<file path="config.mk">
export PLATFORM = sky130hd
export DESIGN_NAME = alu_seq
export DESIGN_NICKNAME = d
export VERILOG_FILES = /design/src/rtl/alu_seq.sv
export SDC_FILE = /design/constraint.sdc
export NUM_CORES = 2
export LEC_CHECK = 0
export BUFFER_PORTS_ARGS = -buffer_cell sky130_fd_sc_hd__buf_2
export CAP_MARGIN = 20
export CORE_ASPECT_RATIO = 0.7
export CORE_MARGIN = 2
export CORE_UTILIZATION = 49
export CTS_CLUSTER_SIZE = 20
export DETAILED_ROUTE_END_ITERATION = 10
export PLACE_DENSITY = 0.73
export SLEW_MARGIN = 10
export SYNTH_ARGS = -nofsm -noshare
export SYNTH_HDL_FRONTEND = slang
export SYNTH_SLANG_ARGS = --single-unit
</file>
<file path="constraint.sdc">
create_clock -name clk -period 15.9 [get_ports clk]
set_clock_uncertainty 0.15 [all_clocks]
set_input_delay 3.18 -clock clk [delete_from_list [all_inputs] [get_ports clk]]
set_output_delay 3.18 -clock clk [all_outputs]
set_load 0.01 [all_outputs]
</file>
<file path="src/rtl/alu_seq.sv">
// alu_seq: multi-cycle ALU with start/busy/done handshake.
// Single-cycle ops complete in one cycle. MUL is a radix-2 Booth multiplier.
// DIV is a restoring divider that works on magnitudes and fixes signs afterwards.
module alu_seq #(
    parameter int WIDTH = 32,
    parameter int SHW   = $clog2(WIDTH)
) (
    input  logic             clk,
    input  logic             clr,
    input  logic             start,
    input  logic [3:0]       op,
    input  logic [WIDTH-1:0] a,
    input  logic [WIDTH-1:0] b,
    output logic             busy,
    output logic             done,
    output logic [WIDTH-1:0] result_lo,
    output logic [WIDTH-1:0] result_hi,
    output logic             div_by_zero
);

    localparam logic [3:0] OP_ADD  = 4'b0000;
    localparam logic [3:0] OP_SUB  = 4'b0001;
    localparam logic [3:0] OP_DIV  = 4'b0010;
    localparam logic [3:0] OP_MUL  = 4'b0011;
    localparam logic [3:0] OP_AND  = 4'b0100;
    localparam logic [3:0] OP_OR   = 4'b0101;
    localparam logic [3:0] OP_SHR  = 4'b0110;
    localparam logic [3:0] OP_SHRA = 4'b0111;
    localparam logic [3:0] OP_SHL  = 4'b1000;
    localparam logic [3:0] OP_ROR  = 4'b1001;
    localparam logic [3:0] OP_ROL  = 4'b1010;
    localparam logic [3:0] OP_NEG  = 4'b1011;
    localparam logic [3:0] OP_NOT  = 4'b1100;

    typedef enum logic [2:0] {IDLE, MUL, DIV, FIX, DONE} state_t;

    state_t           state, state_n;
    logic [SHW-1:0]   cnt;
    logic             last;

    logic [SHW-1:0]   sh, nsh;
    logic [WIDTH-1:0] single;
    logic [WIDTH-1:0] a_mag, b_mag;

    // Booth multiplier: acc_hi has one guard bit so MIN*MIN cannot overflow
    logic [WIDTH:0]   acc_hi;
    logic [WIDTH-1:0] acc_lo;
    logic             qm1;
    logic [WIDTH-1:0] mcand;
    logic [WIDTH:0]   booth_sum, hi_n;
    logic [WIDTH-1:0] lo_n;

    // Restoring divider on magnitudes
    logic [WIDTH-1:0] rem, quo, dvs;
    logic             neg_q, neg_r;
    logic [WIDTH:0]   rem_sh;
    logic             ge;
    logic [WIDTH-1:0] rem_n, quo_n;

    assign last  = (cnt == '1);
    assign a_mag = a[WIDTH-1] ? -a : a;
    assign b_mag = b[WIDTH-1] ? -b : b;

    // Single-cycle results; rotate-left is a rotate-right by the negated amount
    always_comb begin
        sh     = b[SHW-1:0];
        nsh    = -sh;
        single = '0;
        case (op)
            OP_ADD:  single = a + b;
            OP_SUB:  single = a - b;
            OP_AND:  single = a & b;
            OP_OR:   single = a | b;
            OP_SHR:  single = a >> sh;
            OP_SHRA: single = $signed(a) >>> sh;
            OP_SHL:  single = a << sh;
            OP_ROR:  single = WIDTH'({a, a} >> sh);
            OP_ROL:  single = WIDTH'({a, a} >> nsh);
            OP_NEG:  single = -a;
            OP_NOT:  single = ~a;
            default: single = '0;
        endcase
    end

    // One Booth step: add/subtract the sign-extended multiplicand, then arithmetic shift right
    always_comb begin
        booth_sum = acc_hi;
        case ({acc_lo[0], qm1})
            2'b01:   booth_sum = acc_hi + {mcand[WIDTH-1], mcand};
            2'b10:   booth_sum = acc_hi - {mcand[WIDTH-1], mcand};
            default: booth_sum = acc_hi;
        endcase
        hi_n = {booth_sum[WIDTH], booth_sum[WIDTH:1]};
        lo_n = {booth_sum[0], acc_lo[WIDTH-1:1]};
    end

    // One restoring-division step: shift in the next dividend bit, subtract if it fits
    always_comb begin
        rem_sh = {rem, quo[WIDTH-1]};
        ge     = (rem_sh >= {1'b0, dvs});
        rem_n  = ge ? WIDTH'(rem_sh - {1'b0, dvs}) : rem_sh[WIDTH-1:0];
        quo_n  = {quo[WIDTH-2:0], ge};
    end

    // State register
    always_ff @(posedge clk) begin
        if (clr) state <= IDLE;
        else     state <= state_n;
    end

    // Next-state decode and handshake outputs
    always_comb begin
        state_n = state;
        busy    = (state != IDLE);
        done    = (state == DONE);
        case (state)
            IDLE: begin
                if (start) begin
                    if (op == OP_MUL)                  state_n = MUL;
                    else if (op == OP_DIV && b != '0)  state_n = DIV;
                    else                               state_n = DONE;
                end
            end
            MUL:     if (last) state_n = DONE;
            DIV:     if (last) state_n = FIX;
            FIX:     state_n = DONE;
            DONE:    state_n = IDLE;
            default: state_n = IDLE;
        endcase
    end

    // Operand capture, iteration registers and result registers
    always_ff @(posedge clk) begin
        if (clr) begin
            result_lo   <= '0;
            result_hi   <= '0;
            div_by_zero <= 1'b0;
            cnt         <= '0;
            acc_hi      <= '0;
            acc_lo      <= '0;
            qm1         <= 1'b0;
            mcand       <= '0;
            rem         <= '0;
            quo         <= '0;
            dvs         <= '0;
            neg_q       <= 1'b0;
            neg_r       <= 1'b0;
        end else begin
            case (state)
                IDLE: begin
                    if (start) begin
                        div_by_zero <= 1'b0;
                        cnt         <= '0;
                        if (op == OP_MUL) begin
                            mcand  <= a;
                            acc_hi <= '0;
                            acc_lo <= b;
                            qm1    <= 1'b0;
                        end else if (op == OP_DIV) begin
                            if (b == '0) begin
                                result_lo   <= '1;
                                result_hi   <= a;
                                div_by_zero <= 1'b1;
                            end else begin
                                quo   <= a_mag;
                                rem   <= '0;
                                dvs   <= b_mag;
                                neg_q <= a[WIDTH-1] ^ b[WIDTH-1];
                                neg_r <= a[WIDTH-1];
                            end
                        end else begin
                            result_lo <= single;
                            result_hi <= '0;
                        end
                    end
                end
                MUL: begin
                    acc_hi <= hi_n;
                    acc_lo <= lo_n;
                    qm1    <= acc_lo[0];
                    cnt    <= cnt + 1'b1;
                    if (last) begin
                        result_hi <= hi_n[WIDTH-1:0];
                        result_lo <= lo_n;
                    end
                end
                DIV: begin
                    rem <= rem_n;
                    quo <= quo_n;
                    cnt <= cnt + 1'b1;
                end
                FIX: begin
                    result_lo <= neg_q ? -quo : quo;
                    result_hi <= neg_r ? -rem : rem;
                end
                default: ;
            endcase
        end
    end

endmodule

</file>
==> metrics.md <==
| Metric | Value |
|---|---|
| Outcome | complete, no violations |
| Global route total overflow | 0 |
| Period utilisation layout | between 50 and 60% |
| Vias in the first global route | 27,400 |
| Worst VDD drop | 0.0729 mV |
| H-tree lvl count | 1 |
| Starting Density | roughly half |
| Seq cells post-synth | between 200 and 300 |
| Post-CTS Setup Inserts | 0 |
| Buffers on Ports | about 140 |
| Clock buffer depth | 3 |
| Cell Count, Final, Fillers Out | around 4,500 |
| DRC | 0 |
| Slew headroom | about 3.4% |
| First DRT Iteration DRCs | between 5,000 and 6,000 |
| Clock insertion delay at the later pin of the skew report | around 0.62 ns |
| Max Cap Viol | 0 |
| Clk sink count | roughly 270 |
| Hold endpoint | acc_hi[18] |
| RR Endpoint | result_hi[28] |
| DRT antenna net count | 0 |
| Crit-path max FO | 75 |
| Io pins | roughly 140 |
| Drt first pass iters | 9 |
| Reg-to-Reg Start | mcand[2] |
| Root Driver | clkbuf_16 |
| Final hold violations | 0 |
| R2R cell count | 16 |
| Syn-to-layout area delta | 7.36% |
| FFs w/ async S/R, synth | 0% |
| Synthesized area | between 20,000 and 30,000 um2 |
| Post-synthesis area per instance | between 7 and 8 um2 |
| CTS tree | yes |
| Height of the die | between 200 and 250 um |
| First-pass GRT wire length | between 150,000 and 200,000 um |
| Final slew viol count | 0 |
| Drt wl/cell | roughly 31 um |
| Share of the yosys chip area belonging to registers | 19.1% |
| Largest net degree at the start of global routing | about 110 |
| Reg2reg setup slack | ~10 ns |
| Via count | between 30,000 and 40,000 |
| Net count, final | 3,927 |
| Min Tclk post-route | just under 9 ns |
| RD Place Congestion | ~1.1 |
| Setup TNS | 0 ns |
| Yosys cell types | between 90 and 100 |
| Post-synth EDFFs | 0 |
| Die Width | 290 um |
| Crit path DAT | a little over 9 ns |
| Worst EP required | 16.19 ns |
| Initial antenna violation count | 13 |
| Clock-pin slew of the registers on the worst-case setup and hold paths | 0.07 ns |
| Dpl hpwl | just over 100,000 um |
| Worst slew pin tran | 1.45 ns |
| Crit end category | register |
| Crit Path Category | primary input to register |
| Main synth FF type | dfxtp_1 |
| RSZ-0062 raised after global routing | false |
| Routed vias/inst | ~7 |
| Cts hold-fix bufs | 0 |
| Lkg Pwr | around 12 nW |
| Worst hold path class | register to register |
| Post-Place Cells | 4,459 |
| Hold_sp | acc_hi[18] |
| Fill cells | 5,559 |
| GRT Total Usage | 45.1% |
| Post-Synthesis Cells | about 3,800 |
| Layout cells sized above 1 | between 10% and 20% |
| Drt total wl | 139,000 um |
| Power Density | about 80 nW/um2 |
| Critical path startpoint category | primary input |
| Syn_nets | roughly 4,000 |
| Setup violations, final | 0 |
| Fmax | roughly 110 MHz |
| Core ar. | 56,700 um2 |
| Yosys Warn Count | 0 |
| Hold Crit Depth | 2 |
| Resized Gates After CTS | 0 |
| Row cnt | 73 |
| Die Footprint | 59,200 um2 |
| CTS Buf Count | 30 |
critical path, stage by stage:
cell	delay (ns)
buf_2	0.10
buf_4	0.36
nor2_1	0.69
nand3_1	0.36
nor3_1	0.36
nand2b_1	0.29
or3_1	0.50
or4_1	0.50
o31ai_1	0.28
xor2_1	0.18
ha_1	0.36
a21o_1	0.23
a21o_1	0.20
a21oi_1	0.20
o21ai_0	0.13
a221oi_1	0.35
nand3_1	0.12
a2111oi_0	0.50
a2111oi_1	0.16
sequential cells by signal, indices dropped and copies added (netlist names):
signal and cells:
result_lo 32, rem 32, div_by_zero 1, state 3, dvs 32, quo 32
acc_lo 32, neg_r 1, acc_hi 32, mcand 32, result_hi 32, qm1 1
neg_q 1, cnt 5
cell type report:
type / instances / area [um2] / area share [%]
diodes: 12 / 30.0 / 0.0997
well taps: 750 / 938 / 3.12
multi-input cells: 3125 / 21100 / 70.0
clock buffers: 44 / 853 / 2.83
flip-flops and latches: 268 / 5370 / 17.8
repair buffers: 225 / 1390 / 4.60
clock inverters: 11 / 98.8 / 0.328
inverters: 93 / 349 / 1.16
cells by family after synthesis:
group | count (synthesis) | synth area share, %
and+or+nand+nor | 1329 | 21.4
AOI/OAI and AO/OA | 1151 | 26.9
buffers and inverters | 431 | 6.09
xor gates and xnor gates | 274 | 8.56
DFF | 268 | 19.1
muxes | 258 | 12.8
adders and majority gates | 113 | 5.12
worst max path at each step:
| stage | start | end | slack, ns | cells past startpoint |
|---|---|---|---|---|
| 3_3_place_gp | b[3] | result_lo[30] | 7.01 | 19 |
| 2_1_floorplan | b[0] | result_lo[30] | 8.29 | 22 |
| 5_1_grt | b[3] | result_lo[30] | 6.92 | 19 |
| 3_5_place_dp | b[3] | result_lo[30] | 6.72 | 19 |
| 6_report | b[3] | result_lo[30] | 7.11 | 19 |
| 4_1_cts | b[3] | result_lo[30] | 7.32 | 19 |
power by group:
part / internal [mW] / switching, mW
clock network: 0.375 / 0.317
logic: 0.349 / 0.678
registers: 0.700 / 0.0330
metrics by stage:
step | worst slack (ns) | cell area [um2] | hold slack (ns) | util (%) | total power, mW
finish | 7.11 | 30100 | 0.332 | 53.1 | 2.45
global placement | 7.01 | 29100 | 0.319 | 51.3 | 1.71
CTS | 7.32 | 30000 | 0.337 | 53.0 | 2.39
floorplan | 8.29 | 28100 | 0.299 | - | 1.38
global route | 6.92 | 30100 | 0.355 | 53.0 | 2.52
detailed placement | 6.72 | 29100 | 0.327 | 51.3 | 1.71
per-layer routing:
layer  vias up  global-route usage (%)  part of all wire (%)
li1      13800                       -                     -
met1     15000                    63.5                    42
met2      2394                    57.4                    36
met3       352                    24.6                    18
met4        20                    12.6                   3.4
met5         -                    2.36                  0.24
placed cells by master (no fill, tap or decap), types with 38 or more instances in the layout:
master,Yosys,final
mux2i_1,137,137
a211oi_1,125,125
xnor2_1,150,148
ha_1,110,109
nand3_1,54,54
nand2_1,437,436
buf_4,11,86
mux2_2,44,44
nor2_1,497,495
o31ai_1,43,43
nor3_1,83,80
a311oi_1,43,43
inv_1,89,89
or3_1,38,38
a221oi_1,47,47
dfxtp_1,268,267
mux4_2,76,76
o21ai_0,195,195
a21o_1,58,58
xor2_1,124,124
buf_2,27,135
a21oi_1,354,353
synth_stat cells, drive strengths merged (16+ instances only):
| master | instances | share of area (%) |
|---|---|---|
| nor2b | 18 | 0.40 |
| o22ai | 28 | 0.62 |
| xnor2 | 150 | 4.7 |
| buf | 69 | 1.2 |
| o211ai | 27 | 0.72 |
| a2111oi | 22 | 0.74 |
| a221o | 16 | 0.57 |
| a22oi | 18 | 0.48 |
| o21a | 23 | 0.62 |
| a21oi | 355 | 6.3 |
| a221oi | 48 | 1.5 |
| nand4 | 20 | 0.45 |
| clkbuf | 269 | 3.6 |
| or2 | 21 | 0.47 |
| dfxtp | 268 | 19 |
| or4 | 21 | 0.58 |
| a211oi | 126 | 3.4 |
| a311oi | 43 | 1.3 |
| nand3 | 54 | 0.96 |
| mux2i | 138 | 4.9 |
| o21ai | 195 | 3.5 |
| mux2 | 44 | 1.8 |
| and2 | 19 | 0.42 |
| mux4 | 76 | 6.1 |
| a21o | 58 | 1.6 |
| nor4 | 27 | 0.70 |
| ha | 110 | 4.9 |
| inv | 90 | 1.2 |
| nor2 | 498 | 6.7 |
| nand2 | 437 | 5.8 |
| o31ai | 43 | 1.2 |
| nor3b | 16 | 0.43 |
| or3 | 38 | 0.85 |
| nor3 | 83 | 1.5 |
| a31oi | 33 | 0.74 |
| xor2 | 124 | 3.9 |
| nand2b | 29 | 0.65 |
(Power assumes the default switching activity.)
